### config.mk
export PLATFORM = sky130hd
export DESIGN_NAME = pbit_sample_controller_flat
export DESIGN_NICKNAME = d
export VERILOG_FILES = /design/src/rtl/pbit_sample_controller_if.sv /design/src/rtl/pbit_sample_controller.sv /design/src/flat_wrapper.sv
export SDC_FILE = /design/constraint.sdc
export NUM_CORES = 1
export LEC_CHECK = 0
export CAP_MARGIN = 0
export CELL_PAD_IN_SITES_DETAIL_PLACEMENT = 0
export CELL_PAD_IN_SITES_GLOBAL_PLACEMENT = 1
export CORE_ASPECT_RATIO = 0.6
export CORE_MARGIN = 1.5
export CORE_UTILIZATION = 45
export DETAILED_ROUTE_END_ITERATION = 8
export GPL_TIMING_DRIVEN = 0
export HOLD_SLACK_MARGIN = 0.12
export PLACE_DENSITY_LB_ADDON = 0.05
export SKIP_CTS_REPAIR_TIMING = 1
export SLEW_MARGIN = 20
export SYNTH_ARGS = -nofsm -noshare
export SYNTH_HDL_FRONTEND = slang
export SYNTH_SLANG_ARGS = --single-unit
### constraint.sdc
create_clock -name clk -period 9.8 [get_ports clk]
set_input_delay 1.47 -clock clk [delete_from_list [all_inputs] [get_ports clk]]
set_output_delay 1.47 -clock clk [all_outputs]
set_load 0.01 [all_outputs]
### src/rtl/pbit_sample_controller_if.sv
//------------------------------------------------------------------------------
// Module  : pbit_sample_controller_if
// Brief   : Host-side config/result bus of the p-bit sample controller.
// Revision: 1.0  initial release
//------------------------------------------------------------------------------
`default_nettype none

interface pbit_sample_controller_if #(
    parameter int N_PBITS = 3,
    parameter int STEP_W  = 16,
    parameter int BURN_W  = 8
);
    logic                            start;
    logic [2*N_PBITS-1:0]            cfg_clamp;
    logic [STEP_W-1:0]               cfg_steps;
    logic [BURN_W-1:0]               cfg_burn;
    logic                            busy;
    logic                            result_valid;
    logic                            result_ready;
    logic [N_PBITS*(STEP_W+1)-1:0]   sums;

    modport master (
        output start, cfg_clamp, cfg_steps, cfg_burn, result_ready,
        input  busy, result_valid, sums
    );

    modport slave (
        input  start, cfg_clamp, cfg_steps, cfg_burn, result_ready,
        output busy, result_valid, sums
    );
endinterface

`default_nettype wire

### src/rtl/pbit_sample_controller.sv
//------------------------------------------------------------------------------
// Module  : pbit_sample_controller
// Brief   : Runs one clamp/reset/burn-in/sample experiment per request and
//           accumulates a signed +/-1 sum for every p-bit.
// Revision: 1.0  initial release
//------------------------------------------------------------------------------
`default_nettype none

module pbit_sample_controller #(
    parameter int N_PBITS         = 3,
    parameter int STEP_W          = 16,
    parameter int BURN_W          = 8,
    parameter int GATE_RST_CYCLES = 2
) (
    input  wire logic                 clk,
    input  wire logic                 reset,
    pbit_sample_controller_if.slave   host,
    output logic                      gate_reset,
    output logic [2*N_PBITS-1:0]      clamp_out,
    input  wire logic [N_PBITS-1:0]   p_bits
);

    localparam int c_SUM_W  = STEP_W + 1;
    localparam int c_G_W    = (GATE_RST_CYCLES > 1) ? $clog2(GATE_RST_CYCLES) : 1;
    localparam int c_SB_W   = (STEP_W > BURN_W) ? STEP_W : BURN_W;
    localparam int c_CNT_W  = (c_SB_W > c_G_W) ? c_SB_W : c_G_W;

    localparam logic [c_CNT_W-1:0] c_CNT_ONE   = c_CNT_W'(1);
    localparam logic [c_CNT_W-1:0] c_GRST_LOAD = c_CNT_W'(GATE_RST_CYCLES - 1);
    localparam logic signed [c_SUM_W-1:0] c_PLUS  = c_SUM_W'(1);
    localparam logic signed [c_SUM_W-1:0] c_MINUS = -c_SUM_W'(1);

    typedef enum logic [2:0] {
        S_IDLE   = 3'd0,
        S_GRST   = 3'd1,
        S_BURN   = 3'd2,
        S_SAMPLE = 3'd3,
        S_RESULT = 3'd4
    } state_t;

    state_t                      r_state;
    state_t                      w_state_next;
    logic [c_CNT_W-1:0]          r_cnt;
    logic [c_CNT_W-1:0]          w_cnt_next;
    logic                        w_accept;
    logic                        w_sample;

    logic [2*N_PBITS-1:0]        r_clamp;
    logic [STEP_W-1:0]           r_steps;
    logic [BURN_W-1:0]           r_burn;
    logic signed [c_SUM_W-1:0]   r_sums [N_PBITS];
    logic [N_PBITS*c_SUM_W-1:0]  w_sums_flat;

    always_ff @(posedge clk) begin
        if (!reset) begin
            r_state <= S_IDLE;
            r_cnt   <= '0;
        end else begin
            r_state <= w_state_next;
            r_cnt   <= w_cnt_next;
        end
    end

    // r_cnt is a down-counter reloaded with (length - 1) on entry to each timed phase.
    always_comb begin
        w_state_next      = r_state;
        w_cnt_next        = r_cnt;
        w_accept          = 1'b0;
        w_sample          = 1'b0;
        gate_reset        = 1'b0;
        clamp_out         = r_clamp;
        host.busy         = 1'b1;
        host.result_valid = 1'b0;
        case (r_state)
            S_IDLE: begin
                gate_reset = 1'b1;
                clamp_out  = '0;
                host.busy  = 1'b0;
                if (host.start) begin
                    w_accept     = 1'b1;
                    w_state_next = S_GRST;
                    w_cnt_next   = c_GRST_LOAD;
                end
            end
            S_GRST: begin
                gate_reset = 1'b1;
                if (r_cnt != '0) begin
                    w_cnt_next = r_cnt - c_CNT_ONE;
                end else if (r_burn != '0) begin
                    w_state_next = S_BURN;
                    w_cnt_next   = c_CNT_W'(r_burn) - c_CNT_ONE;
                end else if (r_steps != '0) begin
                    w_state_next = S_SAMPLE;
                    w_cnt_next   = c_CNT_W'(r_steps) - c_CNT_ONE;
                end else begin
                    w_state_next = S_RESULT;
                end
            end
            S_BURN: begin
                if (r_cnt != '0) begin
                    w_cnt_next = r_cnt - c_CNT_ONE;
                end else if (r_steps != '0) begin
                    w_state_next = S_SAMPLE;
                    w_cnt_next   = c_CNT_W'(r_steps) - c_CNT_ONE;
                end else begin
                    w_state_next = S_RESULT;
                end
            end
            S_SAMPLE: begin
                w_sample = 1'b1;
                if (r_cnt != '0) begin
                    w_cnt_next = r_cnt - c_CNT_ONE;
                end else begin
                    w_state_next = S_RESULT;
                end
            end
            S_RESULT: begin
                host.result_valid = 1'b1;
                if (host.result_ready) begin
                    w_state_next = S_IDLE;
                end
            end
            default: begin
                w_state_next = S_IDLE;
            end
        endcase
    end

    always_ff @(posedge clk) begin
        if (!reset) begin
            r_clamp <= '0;
            r_steps <= '0;
            r_burn  <= '0;
            for (int i = 0; i < N_PBITS; i++) begin
                r_sums[i] <= '0;
            end
        end else if (w_accept) begin
            r_clamp <= host.cfg_clamp;
            r_steps <= host.cfg_steps;
            r_burn  <= host.cfg_burn;
            for (int i = 0; i < N_PBITS; i++) begin
                r_sums[i] <= '0;
            end
        end else if (w_sample) begin
            for (int i = 0; i < N_PBITS; i++) begin
                r_sums[i] <= r_sums[i] + (p_bits[i] ? c_PLUS : c_MINUS);
            end
        end
    end

    always_comb begin
        w_sums_flat = '0;
        for (int i = 0; i < N_PBITS; i++) begin
            w_sums_flat[i*c_SUM_W +: c_SUM_W] = r_sums[i];
        end
    end

    assign host.sums = w_sums_flat;

endmodule

`default_nettype wire

### src/flat_wrapper.sv
// flat-port wrapper written by rule: the top's interface ports become plain ports
module pbit_sample_controller_flat 
#(
    parameter int N_PBITS         = 3,
    parameter int STEP_W          = 16,
    parameter int BURN_W          = 8,
    parameter int GATE_RST_CYCLES = 2
)
  (clk, reset, gate_reset, clamp_out, p_bits, host_start, host_cfg_clamp, host_cfg_steps, host_cfg_burn, host_result_ready, host_busy, host_result_valid, host_sums);
  pbit_sample_controller_if #(.N_PBITS(N_PBITS), .STEP_W(STEP_W), .BURN_W(BURN_W)) host_i ();
  input  wire logic clk;
  input  wire logic reset;
  output logic gate_reset;
  output logic [2*N_PBITS-1:0] clamp_out;
  input  wire logic [N_PBITS-1:0] p_bits;
  input wire logic [$bits(host_i.start)-1:0] host_start;
  input wire logic [$bits(host_i.cfg_clamp)-1:0] host_cfg_clamp;
  input wire logic [$bits(host_i.cfg_steps)-1:0] host_cfg_steps;
  input wire logic [$bits(host_i.cfg_burn)-1:0] host_cfg_burn;
  input wire logic [$bits(host_i.result_ready)-1:0] host_result_ready;
  output wire logic [$bits(host_i.busy)-1:0] host_busy;
  output wire logic [$bits(host_i.result_valid)-1:0] host_result_valid;
  output wire logic [$bits(host_i.sums)-1:0] host_sums;
  assign host_i.start = host_start;
  assign host_i.cfg_clamp = host_cfg_clamp;
  assign host_i.cfg_steps = host_cfg_steps;
  assign host_i.cfg_burn = host_cfg_burn;
  assign host_i.result_ready = host_result_ready;
  assign host_busy = host_i.busy;
  assign host_result_valid = host_i.result_valid;
  assign host_sums = host_i.sums;
  pbit_sample_controller #(.N_PBITS(N_PBITS), .STEP_W(STEP_W), .BURN_W(BURN_W), .GATE_RST_CYCLES(GATE_RST_CYCLES)) u_core (.clk(clk), .reset(reset), .host(host_i), .gate_reset(gate_reset), .clamp_out(clamp_out), .p_bits(p_bits));
endmodule
Word level (Yosys, flattened, before mapping)

Memories as Yosys holds them, arrays and structs flattened.
Index checks and enable logic that the tools add are counted.

Register bits: 49
Memory bits (writable): 51
Logic and storage cells: 75
Memories: 1

Memories:

| memory        | words | bits a word | rd ports | clocked after Yosys merged registers in | write ports | RTL line                     | source |
|---|---|---|---|---|---|---|---|
| u_core.r_sums | 3     | 17          | 3        | 0                                       | 3           | pbit_sample_controller.sv:51 | `logic signed [c_SUM_W-1:0] r_sums [N_PBITS];` |

Add/subtract/negate cells: 6
Equality and inequality tests: 10
Mux-type cells: 39
Bitwise gates (word level): 6
Reductions and logical operators: 8

Operator list:

| cell                  | number |
|---|---|
| $mux 17               | 9 |
| $mux 16               | 6 |
| $pmux 16 s4           | 1 |
| $add 17x17->17        | 3 |
| $reduce_bool 16->1    | 2 |
| $sub 16x1->16 const B | 2 |
| $mux 3                | 7 |
| $pmux 3 s5            | 1 |
| $mux 1                | 14 |
| $ne 2x2->1 const B    | 5 |
| $sub 8x1->9 const B   | 1 |
| $reduce_bool 8->1     | 1 |
| $eq 3x2->1 const B    | 2 |
| $mux 6                | 1 |
| $or 1x1->1            | 6 |
| $reduce_and 5->1      | 1 |
| $reduce_bool 4->1     | 1 |
| $eq 3x1->1 const B    | 1 |
| $eq 3x3->1 const B    | 1 |
| $logic_not 3->1       | 1 |
| $reduce_and 3->1      | 1 |
| $ne 2x1->1 const B    | 1 |
| $reduce_or 2->1       | 1 |

Longest topological paths before layout

Gate-level depths: netlist of run 1.

Word-level depth: 7
Depth in mapped cells: 9
Gate-level depth less buffers: 8

Worst setup path before layout of run 1

No wires, ideal clock.

Path type: input to register
Start: in reset
End: mem u_core.r_sums[0][0] (netlist bit) (enable)
Library setup time: 0.734 ns
Arrival: 3.127 ns
Data required time: 9.066 ns
Slack: 5.939 ns
Cell stages on the path: 3
Buffers on the path: 2
Cell sequence: clkbuf_1 clkbuf_1 nand3_1

RTL lines:

| what               | RTL line                     | source |
|---|---|---|
| start: declaration | flat_wrapper.sv:12           | `input wire logic reset;` |
| end: declaration   | pbit_sample_controller.sv:51 |  |

==> flow_metrics.env, run 1 <==
export IMPL_ys_seq_elements=100
export IMPL_fp_coreArea_mm2=0.0154
export IMPL_power_per_cell_area_mw_per_mm2=278
export IMPL_worst_slack_ns=5.14
export IMPL_critical_path_cell_count=9
export IMPL_max_clock_path_buffers=2
export IMPL_post_synth_num_cell_types=63
export IMPL_first_iter_violations=686
export IMPL_yosysSeqAreaShare_pct=35.5
export IMPL_syn_inst=835
export IMPL_avgSynthCellArea_um2=8.47
export IMPL_detail_route_antenna_nets=0
export IMPL_synth_ff_type="sky130_fd_sc_hd__edfxtp_1"
export IMPL_postLayoutCellArea_mm2=0.00863
export IMPL_stdcell_count=1151
export IMPL_timing_hold_ws_ns=0.472
export IMPL_grt_first_pass_wirelength_mm=33.3
export IMPL_synthesis_area_mm2=0.00707
export IMPL_final_setup_skew_ns=0.00751
export IMPL_grt_total_usage_pct=26.1
export IMPL_vdd_ir_max_mv=0.165
export IMPL_antenna_cells=0
export IMPL_synthDominantCellAreaShare_pct=21.7
export IMPL_slowest_stage="sky130_fd_sc_hd__fa_1"
export IMPL_finalCriticalPeriod_ns=4.66
export IMPL_utilization_pct=56.1
export IMPL_ff2ff_path_depth=7
export IMPL_pin_count_of_the_biggest_net_entering_global_routing=44
export IMPL_cts_root_buf="sky130_fd_sc_hd__clkbuf_16"
export IMPL_worst_path_max_fanout=16
export IMPL_cts_tree="done"
export IMPL_hp_class="reg -> reg"
export IMPL_worstPathRequired_ns=9.90
export IMPL_synth_largest_area_cell="sky130_fd_sc_hd__edfxtp_1"
export IMPL_routed_wirelength_mm=20.7
export IMPL_synth_area_top_cells="sky130_fd_sc_hd__edfxtp_1, sky130_fd_sc_hd__dfxtp_1, sky130_fd_sc_hd__ha_1, sky130_fd_sc_hd__nand2_1, sky130_fd_sc_hd__a21oi_1"
export IMPL_worst_path_largest_cell_delay_ns=0.54
export IMPL_critical_path_arrival_ns=4.76
export IMPL_synth_edff_count=51
export IMPL_post_drt_via_cell_ratio=5.82
export IMPL_crit_buf_inv=2
export IMPL_total_number_of_vias=6698
export IMPL_cts_htree_levels=3
export IMPL_clock_sinks=100
export IMPL_max_freq_mhz=214
export IMPL_place_ws_ns=4.85
export IMPL_final_layout_size_suffix_gt1_share_pct=4.64
export IMPL_tritoncts_num_buffers=9
export IMPL_fin_crit_sh_pct=47.6
export IMPL_detail_route_drc_violations=0
export IMPL_globalRoute_totalOverflow=0
export IMPL_fp_dieArea_mm2=0.0165
export IMPL_p_leak_nw=3.36
export IMPL_cp_start_kind="primary input"
export IMPL_synth_warning_count=0
export IMPL_total_power_mw=2.40
export IMPL_run_status="complete, no violations"
export IMPL_layout_nets=1033
export IMPL_crit_path_cell_trace="clkdlybuf4s50_1 > inv_1 > fa_1 > a211oi_1 > o211ai_1 > a31oi_1 > o21ai_0 > o31ai_1 > mux2_2"
export IMPL_slew_limit_headroom_pct=43.9
export IMPL_first_global_vias=6177
export IMPL_placementRows=35
export IMPL_synth_async_sr_flop_share_pct=0
export IMPL_die_h_um=100
export IMPL_grt_antenna_before_repair=0
export IMPL_ioPinCount=97
export IMPL_place_congestion=0.943
export IMPL_final_hold_violations=0
export IMPL_cpLargestDelayFamily="compound AO/OA/AOI/OAI gates"
export IMPL_criticalPathCategory="in -> reg"
export IMPL_wl_per_cell_um=18.0
export IMPL_die_span_in_x_um=165
export IMPL_finalSetupViolations=0
export IMPL_tns_ns=0
export IMPL_max_cap_viol_count=0
export IMPL_initial_utilization_pct=46.0
export IMPL_layout_area_overhead_vs_synth_pct=22.0
export IMPL_dp_final_hpwl_mm=15.7
export IMPL_synth_commonest_cells="sky130_fd_sc_hd__nand2_1, sky130_fd_sc_hd__nor2_1, sky130_fd_sc_hd__a21oi_1"
export IMPL_actual_slew_at_the_worst_max_slew_pin_ns=0.838
export IMPL_final_slew_violations=0
export IMPL_n_fill_cell=1391
export IMPL_grt_setup_unrepaired="false"
export IMPL_place_port_buffers=96
export IMPL_clk_pin_slew_ns=0.07
export IMPL_worst_hold_path_cell_count=2
export IMPL_end_kind="register"
export IMPL_dp_cells=1135
export IMPL_syn_num_nets=925
export IMPL_synth_most_common_cell="sky130_fd_sc_hd__nand2_1"
export IMPL_dpl_instance_area_mm2=0.00833
export IMPL_drt_pass_1_iters=5
export IMPL_clk_latency_ns=0.35
==> layout by cell type (no fill, tap or decap), types with 24 or more instances in the layout <==
cell and n:
sky130_fd_sc_hd__nand2_1 107, sky130_fd_sc_hd__clkdlybuf4s50_1 96, sky130_fd_sc_hd__nor2_1 76, sky130_fd_sc_hd__a21oi_1 67
sky130_fd_sc_hd__o21ai_0 56, sky130_fd_sc_hd__edfxtp_1 51, sky130_fd_sc_hd__ha_1 50, sky130_fd_sc_hd__dfxtp_1 49
sky130_fd_sc_hd__nor3_1 33, sky130_fd_sc_hd__a21boi_0 33, sky130_fd_sc_hd__clkbuf_1 25, sky130_fd_sc_hd__inv_1 24
sky130_fd_sc_hd__xnor2_1 24, sky130_fd_sc_hd__xor2_1 24
==> worst min-delay path: cells and delay by family, from the launching register on <==
kind,cells,cell delay (ns)
AO/OA/AOI/OAI,1,0.06
flip-flops,1,0.32
AND/OR/NAND/NOR,1,0.05
==> path summary, 6_finish.rpt <==
| path | slack, ns | endpoint | start |
|---|---|---|---|
| hold / removal | 0.47 | u_core.r_clamp[2] | u_core.r_clamp[2] |
| setup / recovery | 5.14 | u_core.r_sums[0][16] | p_bits[0] |
| setup reg to reg | 6.62 | u_core.r_sums[0][16] | u_core.r_sums[0][0] |
| hold reg to reg | 0.47 | u_core.r_clamp[2] | u_core.r_clamp[2] |
==> per-layer routing <==
metal / GRT usage [%] / vias to the layer above / part of all wire (%)
met5: 0 / - / 0
met2: 33.9 / 232 / 37
met3: 7.07 / 11 / 8.8
li1: - / 3269 / -
met4: 4.30 / 0 / 0.63
met1: 42.1 / 3186 / 54
==> cell type report <==
type | instances | area (um^2) | share of cell area [%]
multi-input combinational | 682 | 4360 | 50.6
sequential | 100 | 2510 | 29.1
timing repair buffer | 97 | 988 | 11.5
tap | 203 | 254 | 2.94
clock buffer | 10 | 239 | 2.77
buffer | 29 | 119 | 1.38
inverter | 24 | 90.1 | 1.04
clock inverter | 6 | 62.6 | 0.725
==> report_power, final <==
part | leakage (nW) | internal [mW] | switching (mW)
Clock | 0.153 | 0.206 | 0.173
Combinational | 2.25 | 0.543 | 0.827
Sequential | 0.957 | 0.552 | 0.101
==> cell families after synthesis <==
family                     after synthesis  synth area share [%]
AOI/OAI and AO/OA                      253                  22.9
xor gates and xnor gates                48                  5.94
adders and majority gates               53                  9.70
and+or+nand+nor                        321                  21.9
DFF                                    100                  35.5
muxes                                    7                  1.04
buffers and inverters                   53                  2.95
==> flip-flops by register name, indices dropped and copies added, names as in the netlist <==
name / count
u_core.r_sums: 51
u_core.r_cnt: 16
u_core.r_steps: 16
u_core.r_burn: 8
u_core.r_clamp: 6
u_core.r_state: 3
No activity file was read; power rests on OpenSTA's default activity.
==> inputs of run 2 (changes only) <==
--- a/config.mk
+++ b/config.mk
@@ -10,7 +10,7 @@
 export CELL_PAD_IN_SITES_GLOBAL_PLACEMENT = 1
 export CORE_ASPECT_RATIO = 0.6
 export CORE_MARGIN = 1.5
-export CORE_UTILIZATION = 45
+export CORE_UTILIZATION = 38
 export DETAILED_ROUTE_END_ITERATION = 8
 export GPL_TIMING_DRIVEN = 0
 export HOLD_SLACK_MARGIN = 0.12
==> constraint.sdc (replaced) <==
create_clock -name clk -period 4 [get_ports clk]
set_input_delay 0.6 -clock clk [delete_from_list [all_inputs] [get_ports clk]]
set_output_delay 0.6 -clock clk [all_outputs]
set_load 0.01 [all_outputs]
==> flow_metrics.env, run 2 (same netlist as run 1, synthesis figures left out) <==
export IMPL_initial_utilization_pct=38.9
export IMPL_end_kind="register"
export IMPL_worst_path_max_fanout=16
export IMPL_fp_coreArea_mm2=0.0182
export IMPL_place_port_buffers=96
export IMPL_worstPathRequired_ns=4.09
export IMPL_cts_tree="done"
export IMPL_power_switching_mw=2.68
export IMPL_first_global_vias=6085
export IMPL_top_regs="u_core.r_sums x51, u_core.r_cnt x16, u_core.r_steps x16"
export IMPL_crit_reg2reg_launch="u_core.r_sums[0][0]"
export IMPL_cp_start_kind="primary input"
export IMPL_grt_antenna_before_repair=0
export IMPL_die_span_in_x_um=179
export IMPL_actual_slew_at_the_worst_max_slew_pin_ns=0.956
export IMPL_placementRows=38
export IMPL_utilization_pct=47.7
export IMPL_vdd_ir_max_mv=0.306
export IMPL_cts_root_buf="sky130_fd_sc_hd__clkbuf_16"
export IMPL_power_per_cell_area_mw_per_mm2=672
export IMPL_clock_power_share_pct=15.0
export IMPL_place_congestion=0.907
export IMPL_dpl_instance_area_mm2=0.00837
export IMPL_dp_cells=1172
export IMPL_critical_path_startpoint="p_bits[1]"
export IMPL_finalCriticalPeriod_ns=3.62
export IMPL_netSwitchingFraction_pct=46.0
export IMPL_final_setup_skew_ns=0.0112
export IMPL_clk_pin_slew_ns=0.07
export IMPL_grt_setup_unrepaired="false"
export IMPL_final_slew_violations=0
export IMPL_fin_crit_sh_pct=90.5
export IMPL_detail_route_drc_violations=0
export IMPL_p_int_mw=3.15
export IMPL_tritoncts_num_buffers=9
export IMPL_power_frac_comb_pct=57.5
export IMPL_antenna_cells=0
export IMPL_run_status="complete, no violations"
export IMPL_total_number_of_vias=6565
export IMPL_fp_dieArea_mm2=0.0195
export IMPL_ioPinCount=97
export IMPL_seq_power_share_pct=27.5
export IMPL_finalSetupViolations=0
export IMPL_final_hold_violations=0
export IMPL_tns_ns=0
export IMPL_stdcell_count=1188
export IMPL_clock_sinks=100
export IMPL_pin_count_of_the_biggest_net_entering_global_routing=45
export IMPL_wl_per_cell_um=17.8
export IMPL_detail_route_antenna_nets=0
export IMPL_hold_start="u_core.r_clamp[0]"
export IMPL_routed_wirelength_mm=21.1
export IMPL_place_ws_ns=0.00770
export IMPL_largest_register="u_core.r_sums"
export IMPL_hp_class="reg -> reg"
export IMPL_post_drt_via_cell_ratio=5.53
export IMPL_highest_count_cells_in_the_layout_ignoring_fill_and_taps="sky130_fd_sc_hd__nand2_1, sky130_fd_sc_hd__clkdlybuf4s50_1, sky130_fd_sc_hd__nor2_1"
export IMPL_final_layout_size_suffix_gt1_share_pct=4.64
export IMPL_criticalPathCategory="in -> reg"
export IMPL_largest_register_ffs=51
export IMPL_globalRoute_totalOverflow=0
export IMPL_dp_final_hpwl_mm=16.3
export IMPL_grt_total_usage_pct=22.3
export IMPL_layout_area_overhead_vs_synth_pct=22.5
export IMPL_grt_first_pass_wirelength_mm=33.4
export IMPL_timing_hold_ws_ns=0.464
export IMPL_max_cap_viol_count=0
export IMPL_layout_cells_most_common="sky130_fd_sc_hd__nand2_1"
export IMPL_layout_nets=1033
export IMPL_drt_pass_1_iters=7
export IMPL_max_freq_mhz=276
export IMPL_postLayoutCellArea_mm2=0.00866
export IMPL_worst_slack_ns=0.381
export IMPL_critical_path_arrival_ns=3.71
export IMPL_clk_latency_ns=0.34
export IMPL_first_iter_violations=613
export IMPL_cts_htree_levels=3
export IMPL_slew_limit_headroom_pct=34.6
export IMPL_die_h_um=109
export IMPL_max_clock_path_buffers=2
export IMPL_p_leak_nw=3.36
export IMPL_total_power_mw=5.82
==> run 2: cell types whose count changed in the layout (fill, tap and decap cells not counted) <==
cell,change
sky130_fd_sc_hd__a2111oi_0,+1
sky130_fd_sc_hd__a2111oi_1,-1
sky130_fd_sc_hd__bufinv_16,-1
sky130_fd_sc_hd__clkbuf_8,+1
sky130_fd_sc_hd__clkinv_2,-1
sky130_fd_sc_hd__inv_4,+1
==> run 2: worst paths after layout <==
| kind | to | slack, ns | cells after the start |
|---|---|---|---|
| worst max-delay path | u_core.r_sums[0][33] | 0.38 | 9 |
| worst min-delay path | u_core.r_clamp[0] | 0.46 | 2 |
| worst max register to register | u_core.r_sums[0][16] | 1.02 | 7 |
| worst min register to register | u_core.r_clamp[0] | 0.46 | 2 |
==> run 2: critical path: stages <==
cell                              delay, ns
sky130_fd_sc_hd__clkdlybuf4s50_1       0.46
sky130_fd_sc_hd__inv_1                 0.50
sky130_fd_sc_hd__ha_1                  0.41
sky130_fd_sc_hd__a211oi_1              0.40
sky130_fd_sc_hd__o211ai_1              0.18
sky130_fd_sc_hd__a31oi_1               0.29
sky130_fd_sc_hd__o21ai_0               0.22
sky130_fd_sc_hd__o31ai_1               0.27
sky130_fd_sc_hd__mux2_2                0.36
==> run 2: final cells by class <==
cell class,instances,area [um^2]
repair buffers,97,988
multi-input cells,682,4360
clock buffers,11,253
fillers,1805,9500
flip-flops and latches,100,2510
plain buffers,29,119
well taps,240,300
clock inverters,5,33.8
inverters,24,90.1
==> run 2: power by group through the flow <==
stage	registers [mW]	logic, mW	clock network [mW]
floorplan	1.60	2.21	0
global placement	1.62	3.24	0
detailed placement	1.62	3.28	0
CTS	1.60	3.30	0.904
global route	1.64	3.71	0.939
finish	1.60	3.35	0.872
==> run 2: layer usage <==
metal / track usage (%) / part of all wire, % / routed length, um / vias to the layer above
li1: - / - / - / 3282
met1: 37.0 / 56 / 11800 / 3061
met2: 28.3 / 36 / 7540 / 212
met3: 5.72 / 8.2 / 1740 / 10
met4: 2.77 / 0.42 / 88 / 0
met5: 0 / 0 / 0 / -
==> inputs of run 3 (changes only) <==
--- a/config.mk
+++ b/config.mk
@@ -5,12 +5,14 @@
 export SDC_FILE = /design/constraint.sdc
 export NUM_CORES = 1
 export LEC_CHECK = 0
+export ABC_AREA = 1
 export CAP_MARGIN = 0
 export CELL_PAD_IN_SITES_DETAIL_PLACEMENT = 0
 export CELL_PAD_IN_SITES_GLOBAL_PLACEMENT = 1
 export CORE_ASPECT_RATIO = 0.6
 export CORE_MARGIN = 1.5
-export CORE_UTILIZATION = 38
+export CORE_UTILIZATION = 37
+export CTS_CLUSTER_SIZE = 12
 export DETAILED_ROUTE_END_ITERATION = 8
 export GPL_TIMING_DRIVEN = 0
 export HOLD_SLACK_MARGIN = 0.12
==> flow_metrics.env, run 3 <==
export IMPL_antenna_cells=0
export IMPL_wl_per_cell_um=16.2
export IMPL_cts_tree="done"
export IMPL_max_freq_mhz=305
export IMPL_p_leak_nw=4.14
export IMPL_final_hold_violations=0
export IMPL_routed_wirelength_mm=23.6
export IMPL_end_kind="register"
export IMPL_finalCriticalPeriod_ns=3.28
export IMPL_grt_first_pass_wirelength_mm=37.6
export IMPL_synth_ff_type="sky130_fd_sc_hd__edfxtp_1"
export IMPL_largest_register_ffs=51
export IMPL_synthDominantCellAreaShare_pct=20.3
export IMPL_final_setup_skew_ns=0.0123
export IMPL_syn_num_nets=1163
export IMPL_initial_utilization_pct=37.8
export IMPL_worst_path_largest_cell_delay_ns=0.51
export IMPL_criticalPathCategory="in -> reg"
export IMPL_avgSynthCellArea_um2=7.05
export IMPL_grt_antenna_before_repair=1
export IMPL_ys_seq_elements=100
export IMPL_tritoncts_num_buffers=9
export IMPL_hp_class="reg -> reg"
export IMPL_placementRows=40
export IMPL_detail_route_antenna_nets=0
export IMPL_place_port_buffers=96
export IMPL_die_h_um=114
export IMPL_layout_cells_most_common="sky130_fd_sc_hd__nand2_1"
export IMPL_finalSetupViolations=0
export IMPL_final_layout_size_suffix_gt1_share_pct=8.68
export IMPL_n_fill_cell=2082
export IMPL_synthesis_area_mm2=0.00756
export IMPL_slowest_stage="sky130_fd_sc_hd__inv_1"
export IMPL_synth_largest_area_cell="sky130_fd_sc_hd__edfxtp_1"
export IMPL_run_status="complete, no violations"
export IMPL_final_slew_violations=0
export IMPL_tns_ns=0
export IMPL_slew_limit_headroom_pct=55.9
export IMPL_syn_inst=1073
export IMPL_ioPinCount=97
export IMPL_fp_coreArea_mm2=0.0200
export IMPL_grt_setup_unrepaired="false"
export IMPL_first_global_vias=6621
export IMPL_actual_slew_at_the_worst_max_slew_pin_ns=0.660
export IMPL_cpLargestDelayFamily="buffers and inverters"
export IMPL_post_synth_num_cell_types=42
export IMPL_max_cap_viol_count=0
export IMPL_worst_slack_ns=0.721
export IMPL_synth_async_sr_flop_share_pct=0
export IMPL_critical_path_arrival_ns=3.39
export IMPL_crit_buf_inv=3
export IMPL_synth_area_top_cells="sky130_fd_sc_hd__edfxtp_1, sky130_fd_sc_hd__dfxtp_1, sky130_fd_sc_hd__nand2_1, sky130_fd_sc_hd__a21oi_1, sky130_fd_sc_hd__ha_1"
export IMPL_synth_most_common_cell="sky130_fd_sc_hd__nand2_1"
export IMPL_globalRoute_totalOverflow=0
export IMPL_synth_commonest_cells="sky130_fd_sc_hd__nand2_1, sky130_fd_sc_hd__a21oi_1, sky130_fd_sc_hd__inv_1"
export IMPL_largest_register="u_core.r_sums"
export IMPL_place_congestion=0.852
export IMPL_pin_count_of_the_biggest_net_entering_global_routing=28
export IMPL_dp_final_hpwl_mm=18.7
export IMPL_dp_cells=1443
export IMPL_cts_root_buf="sky130_fd_sc_hd__clkbuf_16"
export IMPL_highest_count_cells_in_the_layout_ignoring_fill_and_taps="sky130_fd_sc_hd__nand2_1, sky130_fd_sc_hd__a21oi_1, sky130_fd_sc_hd__inv_1"
export IMPL_power_per_cell_area_mw_per_mm2=647
export IMPL_vdd_ir_max_mv=0.264
export IMPL_total_power_mw=5.94
export IMPL_layout_nets=1271
export IMPL_critPathMostFrequentCell="sky130_fd_sc_hd__inv_1"
export IMPL_top_regs="u_core.r_sums x51, u_core.r_cnt x16, u_core.r_steps x16"
export IMPL_timing_hold_ws_ns=0.458
export IMPL_yosysSeqAreaShare_pct=33.2
export IMPL_worst_path_max_fanout=16
export IMPL_first_iter_violations=602
export IMPL_max_clock_path_buffers=2
export IMPL_grt_total_usage_pct=22.9
export IMPL_clock_sinks=100
export IMPL_drt_pass_1_iters=8
export IMPL_cts_htree_levels=3
export IMPL_place_ws_ns=0.319
export IMPL_detail_route_drc_violations=0
export IMPL_worstPathRequired_ns=4.11
export IMPL_clk_pin_slew_ns=0.07
export IMPL_synth_warning_count=0
export IMPL_fp_dieArea_mm2=0.0213
export IMPL_cp_start_kind="primary input"
export IMPL_post_drt_via_cell_ratio=5.02
export IMPL_fin_crit_sh_pct=82.0
export IMPL_synth_edff_count=51
export IMPL_die_span_in_x_um=188
export IMPL_clk_latency_ns=0.36
export IMPL_total_number_of_vias=7320
export IMPL_crit_path_cell_trace="clkdlybuf4s50_1 > inv_1 > ha_1 > a21oi_1 > nand2_1 > a21boi_0 > o21ai_0 > xor2_1 > inv_1 > nor2_1"
export IMPL_stdcell_count=1459
export IMPL_layout_area_overhead_vs_synth_pct=21.4
run 3: kinds of logic (layout without fill, tap and decap cells):
logic type	after synthesis	count (layout)	share of synthesized area, %
and+or+nand+nor	526	526	31.2
AOI/OAI and AO/OA	237	237	17.0
buffers and inverters	140	253	7.48
DFF	100	100	33.2
adders and majority gates	53	53	9.07
xor gates and xnor gates	17	17	1.97
run 3: through the flow:
stage	util [%]	cell area, um^2
after floorplan	-	7560
after global placement	44.3	8860
after detailed placement	44.4	8900
after CTS	45.9	9180
after global routing	45.9	9180
final	45.9	9180
run 3: power by group:
part           leakage, nW  total (mW)  switching (mW)  internal (mW)
clock network        0.133       0.888           0.455          0.433
logic                 3.05        3.48            2.24           1.25
registers            0.958        1.57           0.228           1.34
run 3: tightest hold or removal path: stages, from the launching register on:
cell                      delay [ns]
sky130_fd_sc_hd__dfxtp_1        0.30
sky130_fd_sc_hd__inv_1          0.06
sky130_fd_sc_hd__a21oi_1        0.06
run 3: metal layers:
layer / vias to the layer above / wire, um / GRT usage (%)
met2: 218 / 7580 / 25.9
met1: 3262 / 14100 / 39.9
met5: - / 0 / 0
met4: 0 / 101 / 3.57
met3: 6 / 1740 / 6.03
li1: 3834 / - / -
run 3: path summary, 6_finish.rpt:
check	depth (start not counted)	endpoint	slack [ns]	startpoint
setup / recovery	10	u_core.r_sums[0][42]	0.72	p_bits[2]
hold / removal	2	u_core.r_clamp[0]	0.46	u_core.r_clamp[0]
hold reg to reg	2	u_core.r_clamp[0]	0.46	u_core.r_clamp[0]
setup reg to reg	8	u_core.r_sums[0][10]	1.50	u_core.r_state[1]
run 3: cell type report:
| type | count | area [um^2] | share of cell area (%) |
|---|---|---|---|
| Multi-Input combinational cell | 833 | 4500 | 49.0 |
| Sequential cell | 100 | 2510 | 27.4 |
| Timing Repair Buffer | 97 | 981 | 10.7 |
| Inverter | 120 | 452 | 4.92 |
| Tap cell | 273 | 342 | 3.72 |
| Clock buffer | 9 | 225 | 2.45 |
| Buffer | 20 | 114 | 1.24 |
| Clock inverter | 7 | 58.8 | 0.641 |
